--- src/rtl/fp_shift_pkg.sv ---
// Shared types and defaults for the alignment shifter.
package fp_shift_pkg;
  typedef enum logic {SHIFT_LOGICAL = 1'b0, SHIFT_ARITH = 1'b1} shift_mode_e;

  localparam int DEF_WIDTH  = 24;
  localparam int DEF_STAGES = 5;
  localparam int DEF_SA_W   = 8;

  function automatic logic fill_bit(shift_mode_e mode, logic msb);
    return (mode == SHIFT_ARITH) & msb;
  endfunction
endpackage

--- src/rtl/align_shift_stage.sv ---
// One 2^K right-shift step with guard/round/sticky update, followed by an elastic slot.
module align_shift_stage
  import fp_shift_pkg::*;
#(
  parameter int WIDTH  = DEF_WIDTH,
  parameter int STAGES = DEF_STAGES,
  parameter int TAG_W  = 4,
  parameter int K      = 0
) (
  input  logic                clk,
  input  logic                rst_n,
  input  logic                in_valid,
  output logic                in_ready,
  input  logic [WIDTH+1:0]    in_dp,
  input  logic                in_sticky,
  input  logic                in_fill,
  input  logic [STAGES-1:0]   in_shamt,
  input  logic                in_flush,
  input  logic [TAG_W-1:0]    in_tag,
  output logic                out_valid,
  input  logic                out_ready,
  output logic [WIDTH+1:0]    out_dp,
  output logic                out_sticky,
  output logic                out_fill,
  output logic [STAGES-1:0]   out_shamt,
  output logic                out_flush,
  output logic [TAG_W-1:0]    out_tag
);
  localparam int DW = WIDTH + 2;
  localparam int SH = 1 << K;

  logic              vld_q;
  logic              take;
  logic [DW+SH-1:0]  hi_ext, lo_ext;
  logic [DW-1:0]     dp_nxt;
  logic              sticky_nxt;

  // Flushed beats were fully formed at the input; they just ride through.
  assign take       = in_shamt[K] & ~in_flush;
  assign hi_ext     = {{SH{in_fill}}, in_dp};
  assign lo_ext     = {{SH{1'b0}}, in_dp};
  assign dp_nxt     = take ? hi_ext[DW+SH-1:SH] : in_dp;
  assign sticky_nxt = in_sticky | (take & (|lo_ext[SH-1:0]));

  assign in_ready  = ~vld_q | out_ready;
  assign out_valid = vld_q;

  always_ff @(posedge clk or negedge rst_n) begin
    if (!rst_n)        vld_q <= 1'b0;
    else if (in_ready) vld_q <= in_valid;
  end

  always_ff @(posedge clk) begin
    if (in_ready && in_valid) begin
      out_dp     <= dp_nxt;
      out_sticky <= sticky_nxt;
      out_fill   <= in_fill;
      out_shamt  <= in_shamt;
      out_flush  <= in_flush;
      out_tag    <= in_tag;
    end
  end
endmodule

--- src/rtl/align_shift_pipe.sv ---
// Pipelined right-shift aligner: STAGES barrel steps, valid/ready handshake, G/R/S output.
module align_shift_pipe
  import fp_shift_pkg::*;
#(
  parameter int WIDTH  = DEF_WIDTH,
  parameter int STAGES = DEF_STAGES,
  parameter int SA_W   = DEF_SA_W,
  parameter int TAG_W  = 4
) (
  input  logic              clk,
  input  logic              rst_n,
  input  logic              in_valid,
  output logic              in_ready,
  input  logic [WIDTH-1:0]  in_data,
  input  logic [SA_W-1:0]   in_shamt,
  input  logic              in_mode,
  input  logic [TAG_W-1:0]  in_tag,
  output logic              out_valid,
  input  logic              out_ready,
  output logic [WIDTH-1:0]  out_data,
  output logic              out_guard,
  output logic              out_round,
  output logic              out_sticky,
  output logic [TAG_W-1:0]  out_tag
);
  localparam int DW = WIDTH + 2;

  logic [STAGES:0]              vld_pipe, sticky_p, fill_p, flush_p;
  logic [STAGES:0][DW-1:0]      dp_p;
  logic [STAGES:0][STAGES-1:0]  sa_p;
  logic [STAGES:0][TAG_W-1:0]   tag_p;
  logic [STAGES-1:0]            dn_rdy, up_rdy;
  logic                         flush_in, fill_in;
  logic                         unused_sink;

  generate
    if (SA_W > STAGES) begin : g_flush
      assign flush_in = |in_shamt[SA_W-1:STAGES];
    end else begin : g_noflush
      assign flush_in = 1'b0;
    end
  endgenerate

  assign fill_in     = fill_bit(shift_mode_e'(in_mode), in_data[WIDTH-1]);
  assign vld_pipe[0] = in_valid;
  assign dp_p[0]     = flush_in ? {DW{fill_in}} : {in_data, 2'b00};
  assign sticky_p[0] = flush_in & (|in_data);
  assign fill_p[0]   = fill_in;
  assign flush_p[0]  = flush_in;
  assign sa_p[0]     = in_shamt[STAGES-1:0];
  assign tag_p[0]    = in_tag;

  // Slot i may advance iff out_ready or some later slot has a hole; flattening the
  // ready chain this way keeps it free of any self-referencing combinational vector.
  genvar i;
  generate
    for (i = 0; i < STAGES; i++) begin : g_stage
      if (i == STAGES - 1) begin : g_last
        assign dn_rdy[i] = out_ready;
      end else begin : g_mid
        assign dn_rdy[i] = out_ready | ~(&vld_pipe[STAGES:i+2]);
      end

      align_shift_stage #(
        .WIDTH(WIDTH), .STAGES(STAGES), .TAG_W(TAG_W), .K(STAGES - 1 - i)
      ) u_stage (
        .clk       (clk),
        .rst_n     (rst_n),
        .in_valid  (vld_pipe[i]),
        .in_ready  (up_rdy[i]),
        .in_dp     (dp_p[i]),
        .in_sticky (sticky_p[i]),
        .in_fill   (fill_p[i]),
        .in_shamt  (sa_p[i]),
        .in_flush  (flush_p[i]),
        .in_tag    (tag_p[i]),
        .out_valid (vld_pipe[i+1]),
        .out_ready (dn_rdy[i]),
        .out_dp    (dp_p[i+1]),
        .out_sticky(sticky_p[i+1]),
        .out_fill  (fill_p[i+1]),
        .out_shamt (sa_p[i+1]),
        .out_flush (flush_p[i+1]),
        .out_tag   (tag_p[i+1])
      );
    end
  endgenerate

  assign in_ready   = rst_n & up_rdy[0];
  assign out_valid  = vld_pipe[STAGES];
  assign out_data   = dp_p[STAGES][DW-1:2];
  assign out_guard  = dp_p[STAGES][1];
  assign out_round  = dp_p[STAGES][0];
  assign out_sticky = sticky_p[STAGES];
  assign out_tag    = tag_p[STAGES];

  assign unused_sink = ^{up_rdy, fill_p[STAGES], flush_p[STAGES], sa_p[STAGES]};
endmodule
--- config.mk ---
export PLATFORM = sky130hd
export DESIGN_NAME = align_shift_pipe
export DESIGN_NICKNAME = d
export VERILOG_FILES = /design/src/rtl/fp_shift_pkg.sv /design/src/rtl/align_shift_stage.sv /design/src/rtl/align_shift_pipe.sv
export SDC_FILE = /design/constraint.sdc
export NUM_CORES = 1
export LEC_CHECK = 0
export BUFFER_PORTS_ARGS = -buffer_cell sky130_fd_sc_hd__buf_2
export CELL_PAD_IN_SITES_DETAIL_PLACEMENT = 1
export CELL_PAD_IN_SITES_GLOBAL_PLACEMENT = 1
export CORE_UTILIZATION = 35
export DETAILED_ROUTE_END_ITERATION = 16
export GPL_TIMING_DRIVEN = 0
export PLACE_DENSITY_LB_ADDON = 0.1
export SETUP_SLACK_MARGIN = 0.2
export SYNTH_ARGS = -nofsm -noshare
export SYNTH_HDL_FRONTEND = slang
export SYNTH_SLANG_ARGS = --single-unit
--- constraint.sdc ---
create_clock -name clk -period 2.42 [get_ports clk]
set_input_delay 0.484 -clock clk [delete_from_list [all_inputs] [get_ports clk]]
set_output_delay 0.484 -clock clk [all_outputs]
set_load 0.005 [all_outputs]
# Word level (Yosys, flattened, before mapping)

Cells that the tools add are included.

Register bits: 178
Bits of input ports: 41
Output and inout port bits: 33
Logic and storage cells: 91

Multiplexer cells: 6
Bitwise operators: 39
Reduce and logical (&&, ||, !) cells: 14

Operator list:

| operator          | number |
|---|---|
| $mux 26           | 6 |
| $reduce_or 24->1  | 1 |
| $reduce_or 16->1  | 1 |
| $and 1x1->1       | 13 |
| $not 1->1         | 13 |
| $or 1x1->1        | 13 |
| $reduce_or 8->1   | 1 |
| $logic_and 1x1->1 | 5 |
| $reduce_and 4->1  | 1 |
| $reduce_or 4->1   | 1 |
| $reduce_and 3->1  | 1 |
| $reduce_or 3->1   | 1 |
| $reduce_and 2->1  | 1 |
| $reduce_or 2->1   | 1 |

# Longest topological paths before layout

Gate-level depths: netlist of run 1.

Depth after elaboration: 5
Mapped depth: 5
Mapped depth without buffers: 3

# Modules after synthesis

Synthesis of run 1 repeated with hierarchy kept, for this count alone.

Cells, all modules: 451
Area total of the unflattened synthesis: 8266.7 sq um

Modules (own cells, without submodules):

| module                                     | times used | cells an instance | area each (sq um) |
|---|---|---|---|
| align_shift_stage (g_stage[3].u_stage ...) | 2          | 74                | 1625.3 |
| align_shift_stage (g_stage[2].u_stage)     | 1          | 75                | 1592.8 |
| align_shift_stage (g_stage[1].u_stage)     | 1          | 85                | 1569.0 |
| align_shift_stage (g_stage[0].u_stage)     | 1          | 96                | 1520.2 |
| align_shift_pipe                           | 1          | 47                | 334.1 |

# Worst setup path before layout of run 1

OpenSTA, ideal clock, no wires.

Kind: in2reg
Start point: in out_ready
End point: reg g_stage[2].u_stage.out_dp[0], enable pin
Data arrival time: 2.284 ns
Required time: 1.989 ns
Path slack: -0.296 ns
Stages on the path: 2
Buffers on the path: 0
Cells stage by stage: and4b_1 nor2b_1

Longest elaborated chain between the ends: 3

RTL lines:

| what                   | RTL line                | source |
|---|---|---|
| start: declaration     | align_shift_pipe.sv:19  | `input logic out_ready,` |
| $or 1x1->1             | align_shift_pipe.sv:61  | `assign dn_rdy[i] = out_ready \| ~(&vld_pipe[STAGES:i+2]);` |
| $or 1x1->1             | align_shift_stage.sv:45 | `assign in_ready = ~vld_q \| out_ready;` |
| $logic_and 1x1->1      | align_shift_stage.sv:54 | `if (in_ready && in_valid) begin` |
| end signal: assignment | align_shift_stage.sv:55 | `out_dp <= dp_nxt;` |
| end: declaration       | align_shift_stage.sv:22 | `output logic [WIDTH+1:0] out_dp,` |

No other way between the ends.
A chain may end at the register's enable or synchronous reset.

# Worst setup path in the final report of run 1

Start point: reg g_stage[4].u_stage.vld_q
End point: out in_ready

Longest elaborated chain between the ends: 5

RTL lines:

| what                     | RTL line                | source |
|---|---|---|
| start: declaration       | align_shift_stage.sv:32 | `logic vld_q;` |
| start signal: assignment | align_shift_stage.sv:50 | `else if (in_ready) vld_q <= in_valid;` |
| $reduce_and 4->1         | align_shift_pipe.sv:61  |  |
| $not 1->1                | align_shift_pipe.sv:61  |  |
| $or 1x1->1               | align_shift_pipe.sv:61  |  |
| $or 1x1->1               | align_shift_stage.sv:45 |  |
| $and 1x1->1              | align_shift_pipe.sv:89  | `assign in_ready = rst_n & up_rdy[0];` |
| end: declaration         | align_shift_pipe.sv:13  | `output logic in_ready,` |

No other way between the ends.

==> flow_metrics.tcl, run 1 <==
set metrics [dict create \
    status "finished clean" \
    clock_latency_ns 0.42 \
    slew_violations 0 \
    dp_hpwl_mm 9.121 \
    pwr-share-seq_pct 53.9 \
    boundaryPins 74 \
    nFillCells 2051 \
    start_util_pct 35.87 \
    synthTopCellsByArea "edfxtp_1 (71%), mux2_1 (14%), buf_4 (2.5%), dfrtp_1 (1.7%), a21o_1 (1.5%)" \
    endpoint_kind "output port" \
    grt_pass1_wl_mm 20.22 \
    dp.cells 768 \
    powerDensity_nw_per_um2 895.5 \
    grt_overflow_total 0 \
    finalSetupViolations 0 \
    grt_max_degree 38 \
    htree_num_levels 4 \
    rsz0062_at_grt "false" \
    path_cells "and4b_1, nand3_1, and2_1, buf_2" \
    cts_tree "built" \
    grt_pass1_vias 3872 \
    fin_worst_skew_ns 0.01310 \
    drt-total-wl_mm 12.52 \
    vias_per_cell 4.390 \
    firstDrtPassIters 4 \
    synth_area_um2 7306 \
    combPwrFrac_pct 11.2 \
    clk_pin_slew_worst_paths_ns 0.07 \
    crit_buf_inv 1 \
    reg2reg_depth 3 \
    layout-drive-gt1-share_pct 28.63 \
    p_sw_mw 1.713 \
    yosysWarningCount 0 \
    drv_cap 0 \
    synth_top_area_share_pct 71.11 \
    grt_usage_pct 12.62 \
    critPathKind "reg -> out" \
    instances_no_fill 801 \
    synth_edf_count 173 \
    hold_violations 0 \
    ant_nets 0 \
    ys_types 31 \
    post_drt_wl_per_cell_um 15.63 \
    num_antenna_cells 0 \
    port_buffers 73 \
    ctsLongestPathBuffers 2 \
    tightest_slew_ns 0.8360 \
    vias 3516 \
    synth_nets 465 \
    synth_cells 424 \
    path_delay_family "simple AND/OR/NAND/NOR gates" \
    die_w_um 146.5 \
    placed_cell_area_um2 8040 \
    cts.repair.resized 0 \
    period_share_pct 83.92 \
    fin_util_pct 42.43 \
    slowest_delay_ns 0.38 \
    final_nets 559 \
    swShare_pct 22.13 \
    hold_path_class "in -> reg" \
    antenna_found_initial 0 \
    place_congestion 0.8049 \
    max-slew-margin-rel_pct 44.27 \
    period_minus_slack_ns 2.031 \
    ys_seq_area_share_pct 72.82 \
    yosys.area.top_type "edfxtp_1" \
    area_growth_pct 18.27 \
    min_path_cells 1 \
    cts.sinks 178 \
    crit_required_ns 1.94 \
    fmax_mhz 492.4 \
    total_leakage_power_nw 3.304 \
    die_y_um 146.5 \
    synth-seq-cells 178 \
    cp_max_fo 4 \
    synth_area_per_cell_um2 17.23 \
    start_kind "flop" \
    cts_root_buffer "clkbuf_16" \
    cts_made_buffers 17 \
    cp.arrival_ns 1.55 \
    clock_power_share_pct 35.0 \
    first_iter_violations 97 \
    async_flop_share_pct 2.809 \
    cp_num_cells 4 \
    tns_ns 0 \
    core_area_um2 20360 \
    rows 52 \
    stdcell_area_um2 8641 \
    drc 0 \
    vdd_drop_max_mv 0.5257 \
    ys.flop_type "edfxtp_1" \
    cellInternalPower_mw 6.025 \
    slowest_stage "dfrtp_1" \
    die_area_um2 21450 \
]
[metal layers]
layer	track usage [%]	wire length (um)	up-vias
met5	0	0	-
met4	4.948	193	0
met3	3.844	401	14
met2	22.50	6590	76
met1	14.03	5330	1647
li1	-	-	1779
[worst reg2reg max path, stage by stage, from the launching register on]
cell	delay, ns
dfrtp_1	0.40
and4b_1	0.28
nand3_1	0.13
and2_2	0.70
[through the flow]
| step | power (mW) | worst slack (ns) | hold WS, ns |
|---|---|---|---|
| floorplan | 4.740 | 0.2934 | 0.1884 |
| global route | 8.087 | 0.2817 | 0.2043 |
| CTS | 7.857 | 0.3040 | 0.2024 |
| global placement | 5.086 | -0.1808 | 0.3042 |
| finish | 7.737 | 0.3892 | 0.2316 |
| detailed placement | 5.122 | 0.1055 | 0.3103 |
[kinds of logic (layout without fill, tap and decap cells)]
group	count (synthesis)	in the layout	synth area share [%]
multiplexers	98	98	14.99
flip-flops	178	178	72.82
AO/OA/AOI/OAI	33	33	3.083
AND/OR/NAND/NOR	71	71	5.258
buffers and inverters	44	151	3.853
[flip-flops by register name, summed over array words and instances (netlist names)]
name and flops:
g_stage.u_stage.out_sticky 5, g_stage.u_stage.out_tag 20, g_stage.u_stage.out_valid 5, g_stage.u_stage.out_dp 130, g_stage.u_stage.out_fill 4, g_stage.u_stage.out_flush 4, g_stage.u_stage.out_shamt 10
[layout make-up]
cell class / instances / area [um^2] / share of cell area, %
multi-input cells: 202 / 1717 / 19.87
clock buffers: 17 / 425.4 / 4.923
clock inverters: 15 / 163.9 / 1.897
inverters: 4 / 15.01 / 0.1738
repair buffers: 75 / 395.4 / 4.576
flip-flops and latches: 178 / 5320 / 61.57
plain buffers: 40 / 266.5 / 3.084
well taps: 270 / 337.8 / 3.910
[path summary, 6_finish.rpt]
kind | from | to | slack, ns
min in group asynchronous | rst_n | g_stage[1].u_stage.out_valid | 0.40
setup reg to reg | g_stage[4].u_stage.out_valid | g_stage[0].u_stage.out_dp[9] | 0.51
hold / removal | in_tag[2] | g_stage[0].u_stage.out_tag[2] | 0.23
hold reg to reg | g_stage[0].u_stage.out_shamt[2] | g_stage[1].u_stage.out_shamt[2] | 0.42
setup / recovery | g_stage[4].u_stage.out_valid | in_ready | 0.39
max in group asynchronous | rst_n | g_stage[4].u_stage.out_valid | 1.88
[Yosys cell counts, types with 2 or more instances]
master and number:
and2_1 5, nand2_1 30, or2_1 2, edfxtp_1 173
buf_4 24, mux2_1 91, nor4_1 8, nand3b_1 4
dfrtp_1 5, nand2b_1 9, inv_2 2, nand3_1 4
a21oi_1 9, a21o_1 15, buf_2 15, nor2_1 3
o21ai_1 2, o21bai_1 3, inv_1 2, mux2i_1 7
[power by group through the flow]
stage | sequential (mW) | clock [mW] | combinational (mW)
3_5_place_dp | 4.25 | 0 | 0.874
3_3_place_gp | 4.24 | 0 | 0.849
6_report | 4.17 | 2.71 | 0.863
4_1_cts | 4.18 | 2.78 | 0.891
5_1_grt | 4.22 | 2.90 | 0.966
2_1_floorplan | 4.16 | 0 | 0.580
[repair_timing]
item,in CTS,in global routing
hold buffers,1,0
buffers inserted,0,0
hold endpoints to repair,5,0
setup endpoints to repair,0,0
[placed cells by master, fill, tap and decap left out, types with 2 or more instances in the layout]
master and n:
nand3b_1 4, clkinv_2 2, clkinv_1 4, buf_4 24, a21oi_1 9, clkbuf_16 17
nand2_1 30, a21o_1 15, inv_1 2, and2_2 4, o21bai_1 3, inv_2 2
dfrtp_1 5, mux2_1 91, edfxtp_1 173, buf_2 88, nand2b_1 9, o21ai_1 2
nor2_1 3, nor4_1 8, clkinvlp_4 3, bufinv_16 3, nand3_1 4, mux2i_1 7
or2_1 2, inv_6 2
No activity file was read; power rests on OpenSTA's default activity.
==> inputs of run 2 (changes only) <==
==> constraint.sdc (replaced) <==
create_clock -name clk -period 2.1 [get_ports clk]
set_input_delay 0.42 -clock clk [delete_from_list [all_inputs] [get_ports clk]]
set_output_delay 0.42 -clock clk [all_outputs]
set_load 0.005 [all_outputs]
==> flow_metrics.tcl, run 2 (synthesis gave the netlist of run 1 again) <==
set metrics [dict create \
    period_share_pct 86.89 \
    pwr-share-seq_pct 53.7 \
    clock_power_share_pct 34.9 \
    status "finished clean" \
    post_drt_wl_per_cell_um 15.55 \
    reg2reg_depth 3 \
    r2r-start "g_stage[4].u_stage.out_valid" \
    powerDensity_nw_per_um2 1029 \
    port_buffers 73 \
    die_area_um2 21450 \
    critPathKind "reg -> out" \
    nFillCells 2015 \
    endpoint_kind "output port" \
    swShare_pct 23.99 \
    final_nets 563 \
    rsz0062_at_grt "false" \
    tightest_slew_ns 0.8165 \
    die_w_um 146.5 \
    hold_path_class "in -> reg" \
    drv_cap 0 \
    cellInternalPower_mw 6.792 \
    vias_per_cell 4.447 \
    largest_register "g_stage.u_stage.out_dp" \
    ant_nets 0 \
    layout-drive-gt1-share_pct 30.47 \
    cp_max_fo 3 \
    period_minus_slack_ns 1.825 \
    slowest_delay_ns 0.36 \
    path_cells "and4b_2, nand3_2, and2_4, buf_2" \
    min_from "in_tag[1]" \
    reg_top3 "g_stage.u_stage.out_dp: 130 flops, g_stage.u_stage.out_tag: 20 flops, g_stage.u_stage.out_shamt: 10 flops" \
    cts.sinks 178 \
    combPwrFrac_pct 11.4 \
    place_congestion 0.7869 \
    clk_pin_slew_worst_paths_ns 0.07 \
    mostFrequentLayoutCells "edfxtp_1 (173), mux2_1 (91), buf_2 (88)" \
    die_y_um 146.5 \
    crit_required_ns 1.68 \
    firstDrtPassIters 4 \
    min_path_cells 1 \
    cts_root_buffer "clkbuf_16" \
    vdd_drop_max_mv 0.4921 \
    layout_commonest_cell "edfxtp_1" \
    start_kind "flop" \
    vias 3580 \
    reg2reg_slack_ns 0.39 \
    cp.arrival_ns 1.40 \
    first_iter_violations 102 \
    grt_usage_pct 12.63 \
    whs_endpoint "g_stage[0].u_stage.out_tag[1]" \
    htree_num_levels 4 \
    area_growth_pct 18.87 \
    rows 52 \
    core_area_um2 20360 \
    grt_pass1_wl_mm 20.47 \
    instances_no_fill 805 \
    tns_ns 0 \
    cts_made_buffers 17 \
    slowest_stage "dfrtp_1" \
    hold_violations 0 \
    max-slew-margin-rel_pct 45.57 \
    drt-total-wl_mm 12.52 \
    grt_overflow_total 0 \
    drc 0 \
    p_sw_mw 2.143 \
    dp.cells 768 \
    fmax_mhz 548.1 \
    cts_tree "built" \
    start_util_pct 35.87 \
    reg2reg_to "g_stage[3].u_stage.out_tag[2]" \
    grt_max_degree 38 \
    antenna_found_initial 0 \
    num_antenna_cells 0 \
    boundaryPins 74 \
    clock_latency_ns 0.43 \
    largest_reg_flops 130 \
    total_leakage_power_nw 3.337 \
    fin_worst_skew_ns 0.01370 \
    slew_violations 0 \
    dp_hpwl_mm 9.126 \
    ctsLongestPathBuffers 2 \
    grt_pass1_vias 3900 \
    finalSetupViolations 0 \
]
==> run 2: power groups by stage <==
stage / Combinational, mW / Clock [mW] / Sequential (mW)
finish: 1.02 / 3.12 / 4.80
global placement: 0.980 / 0 / 4.88
global route: 1.13 / 3.34 / 4.86
floorplan: 0.670 / 0 / 4.79
detailed placement: 1.01 / 0 / 4.90
CTS: 1.04 / 3.21 / 4.81
==> run 2: critical path: cells and delay by family, from the launching register on <==
| family | cells | cell delay [ns] |
|---|---|---|
| buffers and inverters | 1 | 0.11 |
| DFF | 1 | 0.36 |
| and+or+nand+nor | 3 | 0.51 |
==> run 2: worst max path at each step <==
stage	startpoint	slack, ns	cells past startpoint	end
finish	g_stage[4].u_stage.out_valid	0.28	4	in_ready
floorplan	g_stage[4].u_stage.out_valid	0.11	2	g_stage[2].u_stage.out_dp[0]
global route	g_stage[4].u_stage.out_valid	0.20	4	in_ready
CTS	g_stage[3].u_stage.out_valid	0.22	4	in_ready
global placement	out_ready	-0.41	3	g_stage[2].u_stage.out_tag[0]
detailed placement	out_ready	-0.17	3	g_stage[4].u_stage.out_dp[25]
==> run 2: stage by stage <==
stage	hold WS (ns)	utilization [%]	area, um^2	power, mW	setup slack (ns)
6_report	0.1600	42.65	8685	8.935	0.2754
5_1_grt	0.1339	42.65	8685	9.331	0.2026
3_5_place_dp	0.2470	39.48	8040	5.906	-0.1715
2_1_floorplan	0.1244	-	7311	5.461	0.1080
4_1_cts	0.1392	42.58	8672	9.063	0.2248
3_3_place_gp	0.2403	39.35	8014	5.858	-0.4116
==> run 2: per-layer routing <==
metal / part of all wire, % / global-route usage, % / vias up / wire, um
met2: 52 / 22.76 / 69 / 6531
met1: 43 / 14.24 / 1706 / 5398
met3: 3.3 / 3.375 / 13 / 414
met5: 0 / 0 / - / 0
met4: 1.4 / 4.688 / 0 / 171
li1: - / - / 1792 / -
==> run 2: final cells by class <==
class | instances | area [um^2] | share of cell area (%)
Tap cell | 270 | 337.8 | 3.890
Clock buffer | 17 | 425.4 | 4.898
Multi-Input combinational cell | 202 | 1728 | 19.90
Buffer | 40 | 266.5 | 3.069
Inverter | 4 | 15.01 | 0.1729
Sequential cell | 178 | 5320 | 61.26
Timing Repair Buffer | 79 | 425.4 | 4.898
Clock inverter | 15 | 166.4 | 1.916
==> run 2: repair_timing <==
action / 4_1_cts / 5_1_grt
cloned: 0 / 0
hold buffers: 1 / 0
pin swaps: 1 / 2
gates resized for setup: 3 / 3
endpoints found under the setup margin: 98 / 74
hold endpoints to repair: 5 / 0
buffers inserted: 3 / 1
